--- src/rtl/tetris_pkg.sv ---
// Shared Tetris piece definitions and small bag helpers.
// Latency: none (types, constants and pure functions only).
// Backpressure: not applicable.
package tetris_pkg;

  localparam int PIECE_W    = 3;
  localparam int NUM_PIECES = 7;

  typedef logic [PIECE_W-1:0] piece_t;

  localparam piece_t PIECE_I = 3'd0;
  localparam piece_t PIECE_O = 3'd1;
  localparam piece_t PIECE_T = 3'd2;
  localparam piece_t PIECE_S = 3'd3;
  localparam piece_t PIECE_Z = 3'd4;
  localparam piece_t PIECE_J = 3'd5;
  localparam piece_t PIECE_L = 3'd6;

  // All seven pieces drawn: the bag is exhausted.
  localparam logic [NUM_PIECES-1:0] FULL_BAG = 7'h7F;

  // Rejects tolerated before the forced pick; the next reject becomes the 8th.
  localparam logic [2:0] REJ_LIMIT = 3'd7;

  // Lowest-index piece not yet drawn from the bag.
  function automatic piece_t lowest_unused(input logic [NUM_PIECES-1:0] mask);
    piece_t r;
    r = PIECE_I;
    for (int i = NUM_PIECES - 1; i >= 0; i--) begin
      if (!mask[i]) r = piece_t'(i);
    end
    return r;
  endfunction

  // Pieces still left in the bag.
  function automatic logic [2:0] bag_remaining(input logic [NUM_PIECES-1:0] mask);
    return 3'(NUM_PIECES - $countones(mask));
  endfunction

endpackage

--- src/rtl/lfsr_galois.sv ---
// Galois LFSR (right-shifting) with synchronous reset to SEED and runtime reload.
// Latency: new value visible one cycle after the advancing/loading edge.
// Backpressure: none; load has priority over en, reset over both.
module lfsr_galois #(
  parameter int         W    = 16,
  parameter logic [W-1:0] TAPS = 16'hB400,
  parameter logic [W-1:0] SEED = 16'hACE1
) (
  input  logic         clk,
  input  logic         rst,
  input  logic         en,
  input  logic         load,
  input  logic [W-1:0] load_val,
  output logic [W-1:0] q
);

  // An all-zero state would lock the register, so zero is substituted by 1.
  localparam logic [W-1:0] SEED_SAFE = (SEED == '0) ? W'(1) : SEED;

  logic [W-1:0] lfsr_q;
  logic [W-1:0] lfsr_d;

  // Next value: shift right, fold the feedback mask in when a 1 falls out.
  always_comb begin
    lfsr_d = {1'b0, lfsr_q[W-1:1]};
    if (lfsr_q[0]) lfsr_d = lfsr_d ^ TAPS;
  end

  // State register: reset, then reload, then free-run.
  always_ff @(posedge clk) begin
    if (rst) begin
      lfsr_q <= SEED_SAFE;
    end else if (load) begin
      lfsr_q <= (load_val == '0) ? W'(1) : load_val;
    end else if (en) begin
      lfsr_q <= lfsr_d;
    end
  end

  assign q = lfsr_q;

endmodule

--- src/rtl/piece_bag_gen.sv ---
// 7-bag Tetris piece generator with a head + preview FIFO fed by a Galois LFSR.
// Latency: an accepted draw is visible the cycle after its edge; pops expose preview[0] next cycle.
// Backpressure: drawing stalls while the FIFO is full and not being popped; pops on empty are ignored.
module piece_bag_gen
  import tetris_pkg::*;
#(
  parameter int                LFSR_W        = 16,
  parameter logic [LFSR_W-1:0] TAPS          = 16'hB400,
  parameter logic [LFSR_W-1:0] SEED          = 16'hACE1,
  parameter int                PREVIEW_DEPTH = 3
) (
  input  logic                       clk,
  input  logic                       rst,
  input  logic                       seed_load,
  input  logic [LFSR_W-1:0]          seed_in,
  input  logic                       next_req,
  output piece_t                     piece,
  output logic                       piece_valid,
  output logic [3*PREVIEW_DEPTH-1:0] preview,
  output logic [PREVIEW_DEPTH-1:0]   preview_valid,
  output logic [2:0]                 bag_left
);

  localparam int         Q     = PREVIEW_DEPTH + 1;
  localparam int         PTR_W = (Q > 1) ? $clog2(Q) : 1;
  localparam logic [2:0] Q_CNT = 3'(Q);

  // Ring-buffer index arithmetic: the operand never exceeds 2*Q-1.
  function automatic logic [PTR_W-1:0] wrap_idx(input int v);
    int r;
    r = v;
    if (r >= Q) r = r - Q;
    return PTR_W'(r);
  endfunction

  logic [LFSR_W-1:0]     lfsr_val;
  logic                  lfsr_unused;

  piece_t                mem_q [Q];
  logic [PTR_W-1:0]      head_q, head_d;
  logic [2:0]            count_q, count_d;
  logic [NUM_PIECES-1:0] used_q, used_d;
  logic [2:0]            rej_q, rej_d;

  logic                  pop;
  logic                  has_space;
  piece_t                cand;
  logic [7:0]            taken_ext;
  logic                  cand_ok;
  logic                  give_up;
  logic                  accept;
  piece_t                draw_piece;
  logic [NUM_PIECES-1:0] used_set;
  logic [PTR_W-1:0]      tail_idx;

  // The LFSR advances every cycle; a reload takes precedence inside the block.
  lfsr_galois #(
    .W    (LFSR_W),
    .TAPS (TAPS),
    .SEED (SEED)
  ) u_lfsr (
    .clk      (clk),
    .rst      (rst),
    .en       (1'b1),
    .load     (seed_load),
    .load_val (seed_in),
    .q        (lfsr_val)
  );

  // Only the three low bits pick a candidate piece.
  assign lfsr_unused = ^lfsr_val[LFSR_W-1:3];

  // Draw decision, bag bookkeeping and FIFO pointer next-state.
  always_comb begin
    pop       = next_req && (count_q != 3'd0);
    has_space = (count_q < Q_CNT) || pop;

    // Code 7 is never a piece, so it behaves as a permanently used slot.
    cand      = lfsr_val[2:0];
    taken_ext = {1'b1, used_q};
    cand_ok   = !taken_ext[cand];
    give_up   = (rej_q == REJ_LIMIT);

    draw_piece = cand_ok ? cand : lowest_unused(used_q);
    accept     = has_space && (cand_ok || give_up);

    rej_d = rej_q;
    if (has_space) rej_d = accept ? 3'd0 : rej_q + 3'd1;

    used_set = used_q | (NUM_PIECES'(1) << draw_piece);
    used_d   = used_q;
    if (accept) used_d = (used_set == FULL_BAG) ? '0 : used_set;

    // Tail slot is computed from the pre-pop head so a full-queue pop+push
    // reuses the slot being vacated.
    tail_idx = wrap_idx(int'(head_q) + int'(count_q));
    head_d   = pop ? wrap_idx(int'(head_q) + 1) : head_q;

    count_d = count_q;
    case ({accept, pop})
      2'b10:   count_d = count_q + 3'd1;
      2'b01:   count_d = count_q - 3'd1;
      default: count_d = count_q;
    endcase
  end

  // FIFO storage, pointers, bag mask and reject counter.
  always_ff @(posedge clk) begin
    if (rst) begin
      head_q  <= '0;
      count_q <= '0;
      used_q  <= '0;
      rej_q   <= '0;
      for (int i = 0; i < Q; i++) mem_q[i] <= PIECE_I;
    end else begin
      head_q  <= head_d;
      count_q <= count_d;
      used_q  <= used_d;
      rej_q   <= rej_d;
      if (accept) mem_q[tail_idx] <= draw_piece;
    end
  end

  // Output view of the FIFO; empty entries read as zero.
  always_comb begin
    piece_valid   = (count_q != 3'd0);
    piece         = piece_valid ? mem_q[head_q] : PIECE_I;
    preview       = '0;
    preview_valid = '0;
    for (int k = 0; k < PREVIEW_DEPTH; k++) begin
      if (count_q > 3'(k + 1)) begin
        preview[3*k +: 3] = mem_q[wrap_idx(int'(head_q) + k + 1)];
        preview_valid[k]  = 1'b1;
      end
    end
    bag_left = bag_remaining(used_q);
  end

endmodule

--- config.mk ---
export PLATFORM = sky130hd
export DESIGN_NAME = piece_bag_gen
export DESIGN_NICKNAME = d
export VERILOG_FILES = /design/src/rtl/tetris_pkg.sv /design/src/rtl/lfsr_galois.sv /design/src/rtl/piece_bag_gen.sv
export SDC_FILE = /design/constraint.sdc
export NUM_CORES = 1
export LEC_CHECK = 0
export ABC_AREA = 1
export CAP_MARGIN = 5
export CORE_AREA = 2 2 79 81
export CTS_CLUSTER_DIAMETER = 60
export CTS_CLUSTER_SIZE = 12
export DETAILED_ROUTE_END_ITERATION = 10
export DIE_AREA = 0 0 81 83
export PLACE_DENSITY = 0.81
export SLEW_MARGIN = 20
export SYNTH_ARGS = -nofsm -noshare
export SYNTH_HDL_FRONTEND = slang
export SYNTH_SLANG_ARGS = --single-unit
--- constraint.sdc ---
create_clock -name clk -period 4.65 [get_ports clk]
set_clock_uncertainty 0.05 [all_clocks]
set_input_delay 0.93 -clock clk [delete_from_list [all_inputs] [get_ports clk]]
set_output_delay 0.93 -clock clk [all_outputs]
set_load 0.005 [all_outputs]
==> metrics.md <==
| Metric | Value |
|---|---|
| Drt wl/cell | about 12 um |
| First-pass iteration count of the detailed router | 5 |
| Reg clk slew, reported paths | about 0.080 ns |
| Synth Register Bits | 45 |
| Fillers | 548 |
| H-tree levels | 2 |
| Post-Synthesis Cell Area | 2864 sq um |
| ANT nets after route | 0 |
| Initial antenna violation count | 0 |
| Post-CTS Setup Inserts | 0 |
| Rel. slew slack | 0.6211 |
| CP Capture Type | primary output |
| Reg2reg path depth | 10 |
| Final nets | approximately 460 |
| Post-synth EDFFs | 12 |
| CTS Hold Bufs | 0 |
| Largest net degree at the start of global routing | 20 |
| GRT Residual Overflow | 0 |
| Worst Tran Pin Value | roughly 0.57 ns |
| Hpwl dp | approximately 4600 um |
| Leakage | ~1.5 nW |
| DRT iter0 DRCs | 131 |
| TritonCTS Buffers | 5 |
| Overall Power | 0.001553 W |
| Post-route cell area | roughly 3400 sq um |
| Outcome | finished, final reports clean |
| Ys async rst share | 0 |
| Clk_lat worst skew | 0.29 ns |
| Post-route minimum period | a little under 4 ns |
| GRT Overall Usage | 0.1846 |
| Area growth syn-to-layout | 17.96% |
| VDD IR max | between 0.0002 and 0.00025 V |
| Syn_area_per_cell | between 7 and 8 sq um |
| Final Non-Filler Cells | 494 |
| Drt drc | 0 |
| Hold WS | 0.4054 ns |
| Worst setup endpoint | bag_left[2] |
| Io pins | 39 |
| Synth cell types | 35 |
| CP Class | register to primary output |
| Post-Route WL | between 5000 and 6000 um |
| Clock Tree Buf Depth | 2 |
| Cts repair resizes | 0 |
| HP Class | register to register |
| Worst R2R Setup Slack | ~1.9 ns |
| Ant. Diodes | 0 |
| Area after DPL | about 3300 sq um |
| Starting density of the core | 0.4925 |
| FMAX | 254.3 MHz |
| Cell area power density | between 400 and 500 nW/um^2 |
| Startpoint types | register |
| Synth Flop Type | dfxtp_1 |
| Max Fanout on Critical Path | 5 |
| Post-Syn Nets | 421 |
| Reg-to-reg startpoint | u_lfsr.q[0]$_SDFF_PP1_ |
| Core area | 5816 sq um |
| DIE HEIGHT | 83 um |
| Layout cells sized above 1 | 0.09547 |
| Die X | slightly above 80 um |
| Vias | between 2,000 and 3,000 |
| Seq/Total Area, Yosys | 0.3565 |
| Finish-stage setup viols | 0 |
| Global-route wire length before repair | ~10,000 um |
| Critical Path RT | approximately 3.7 ns |
| Fin. max-slew vios | 0 |
| Clock Tree Root | clkbuf_8 |
| CTS tree | built |
| FF-to-FF End | mem_q[2][0]$_SDFFCE_PN0P_ |
| Vias in the first global route | roughly 2,400 |
| Avg Vias per Cell | about 5.2 |
| Crit path DAT | roughly 3.0 ns |
| RSZ-0062 raised after global routing | false |
| Synth warn | 0 |
| Hold Violations, Final | 0 |
| Rows | 28 |
| Mapped Cells | about 380 |
| Clk sinks | 45 |
| Final Cycle Share | 0.8457 |
| Setup crit start | used_q[1]$_SDFFE_PP0P_ |
| Placed insts | 486 |
| IO Port Bufs | 38 |
| Final setup TNS | 0 ns |
| Routability cong. | about 0.9 |
| Die Footprint | approximately 6700 sq um |
| MaxCap Viol Count | 0 |
==> state kept, by name (all words and copies together) (netlist names), named ones only <==
register  cells
count_q       3
head_q        2
mem_q        12
rej_q         3
u_lfsr.q     16
used_q        7
==> layer usage <==
metal  GRT usage  share of wire  routed length [um]
met2      0.3246           0.51                2989
met4     0.04468         0.0086                  51
met3     0.02935          0.049                 287
met1      0.2325           0.44                2582
met5           0              0                   0
==> kinds of logic (layout without fill, tap and decap cells) <==
kind of cell | count (synthesis) | in the layout | synth area share
AO/OA/AOI/OAI | 84 | 84 | 0.1691
XOR/XNOR | 6 | 6 | 0.01835
adder cells (fa/ha/maj) | 17 | 17 | 0.08213
buffers and inverters | 71 | 106 | 0.09829
flip-flops | 45 | 45 | 0.3565
AND/OR/NAND/NOR | 161 | 161 | 0.2757
==> power by group <==
part           leakage (nW)  internal (W)  switching, W
registers             0.398      0.000482     0.0000799
clock network        0.0512      0.000120      0.000130
logic                  1.03      0.000335      0.000406
==> layout make-up <==
cell class                      instances  area, sq um  area share
Multi-Input combinational cell        268         1562      0.4622
Sequential cell                        45         1021      0.3022
Timing Repair Buffer                   38        380.4      0.1126
Inverter                               60        225.2     0.06667
Tap cell                               75        93.84     0.02778
Clock buffer                            6        82.58     0.02444
Clock inverter                          2        13.76    0.004074
==> cells in the final DEF, fill, tap and decap left out, types with 4 or more instances in the layout <==
cell / instances
nor2_2: 4
nand2_1: 79
clkdlybuf4s50_1: 38
o211ai_1: 6
dfxtp_1: 33
ha_1: 14
nand3_1: 12
nor2_1: 38
inv_1: 54
nand3_2: 5
inv_2: 6
a21oi_1: 35
nand2_4: 7
xor2_1: 4
clkbuf_8: 6
o21ai_0: 31
edfxtp_1: 12
==> cell usage after synthesis, types with 2 or more instances <==
| library cell | instances | area [sq um] |
|---|---|---|
| nand2_1 | 79 | 296.5 |
| inv_1 | 54 | 202.7 |
| nor2_1 | 38 | 142.6 |
| a21oi_1 | 35 | 175.2 |
| dfxtp_1 | 33 | 660.6 |
| o21ai_0 | 31 | 155.2 |
| ha_1 | 14 | 175.2 |
| edfxtp_1 | 12 | 360.4 |
| nand3_1 | 12 | 60.06 |
| clkbuf_1 | 9 | 33.78 |
| nand2_4 | 7 | 78.83 |
| inv_2 | 6 | 22.52 |
| o211ai_1 | 6 | 45.04 |
| nand3_2 | 5 | 50.05 |
| nor2_2 | 4 | 25.02 |
| xor2_1 | 4 | 35.03 |
| a211oi_1 | 3 | 22.52 |
| fa_1 | 3 | 60.06 |
| nand2_2 | 3 | 18.77 |
| nand4_1 | 3 | 18.77 |
| nor2_4 | 3 | 33.78 |
| nor3_1 | 3 | 15.01 |
| a21oi_4 | 2 | 32.53 |
| a221oi_1 | 2 | 17.52 |
| buf_6 | 2 | 22.52 |
| xnor2_1 | 2 | 17.52 |
==> critical path: stages (launching register included) <==
cell             delay, ns
dfxtp_1               0.40
inv_1                 0.11
fa_1                  0.49
inv_1                 0.07
ha_1                  0.13
inv_1                 0.05
fa_1                  0.50
inv_1                 0.04
ha_1                  0.20
xor2_1                0.15
clkdlybuf4s50_1       0.52
==> through the flow <==
stage / setup WS [ns] / util
final: 0.7175 / 0.5809
after detailed placement: 1.022 / 0.5643
after global routing: 0.5415 / 0.5809
after floorplan: 1.623 / -
after global placement: 1.088 / 0.5643
after CTS: 0.6929 / 0.5809
==> how the worst min path moves through the flow <==
stage / endpoint / slack (ns) / start / depth (start not counted)
after CTS: u_lfsr.q[7]$_SDFF_PP1_ / 0.41 / u_lfsr.q[8]$_SDFF_PP0_ / 2
after global routing: u_lfsr.q[11]$_SDFF_PP1_ / 0.45 / u_lfsr.q[12]$_SDFF_PP0_ / 2
after floorplan: u_lfsr.q[11]$_SDFF_PP1_ / 0.37 / u_lfsr.q[12]$_SDFF_PP0_ / 2
final: u_lfsr.q[7]$_SDFF_PP1_ / 0.41 / u_lfsr.q[8]$_SDFF_PP0_ / 2
after global placement: u_lfsr.q[6]$_SDFF_PP1_ / 0.38 / u_lfsr.q[7]$_SDFF_PP1_ / 2
after detailed placement: u_lfsr.q[7]$_SDFF_PP1_ / 0.39 / u_lfsr.q[8]$_SDFF_PP0_ / 2
No activity file was read; power rests on OpenSTA's default activity.
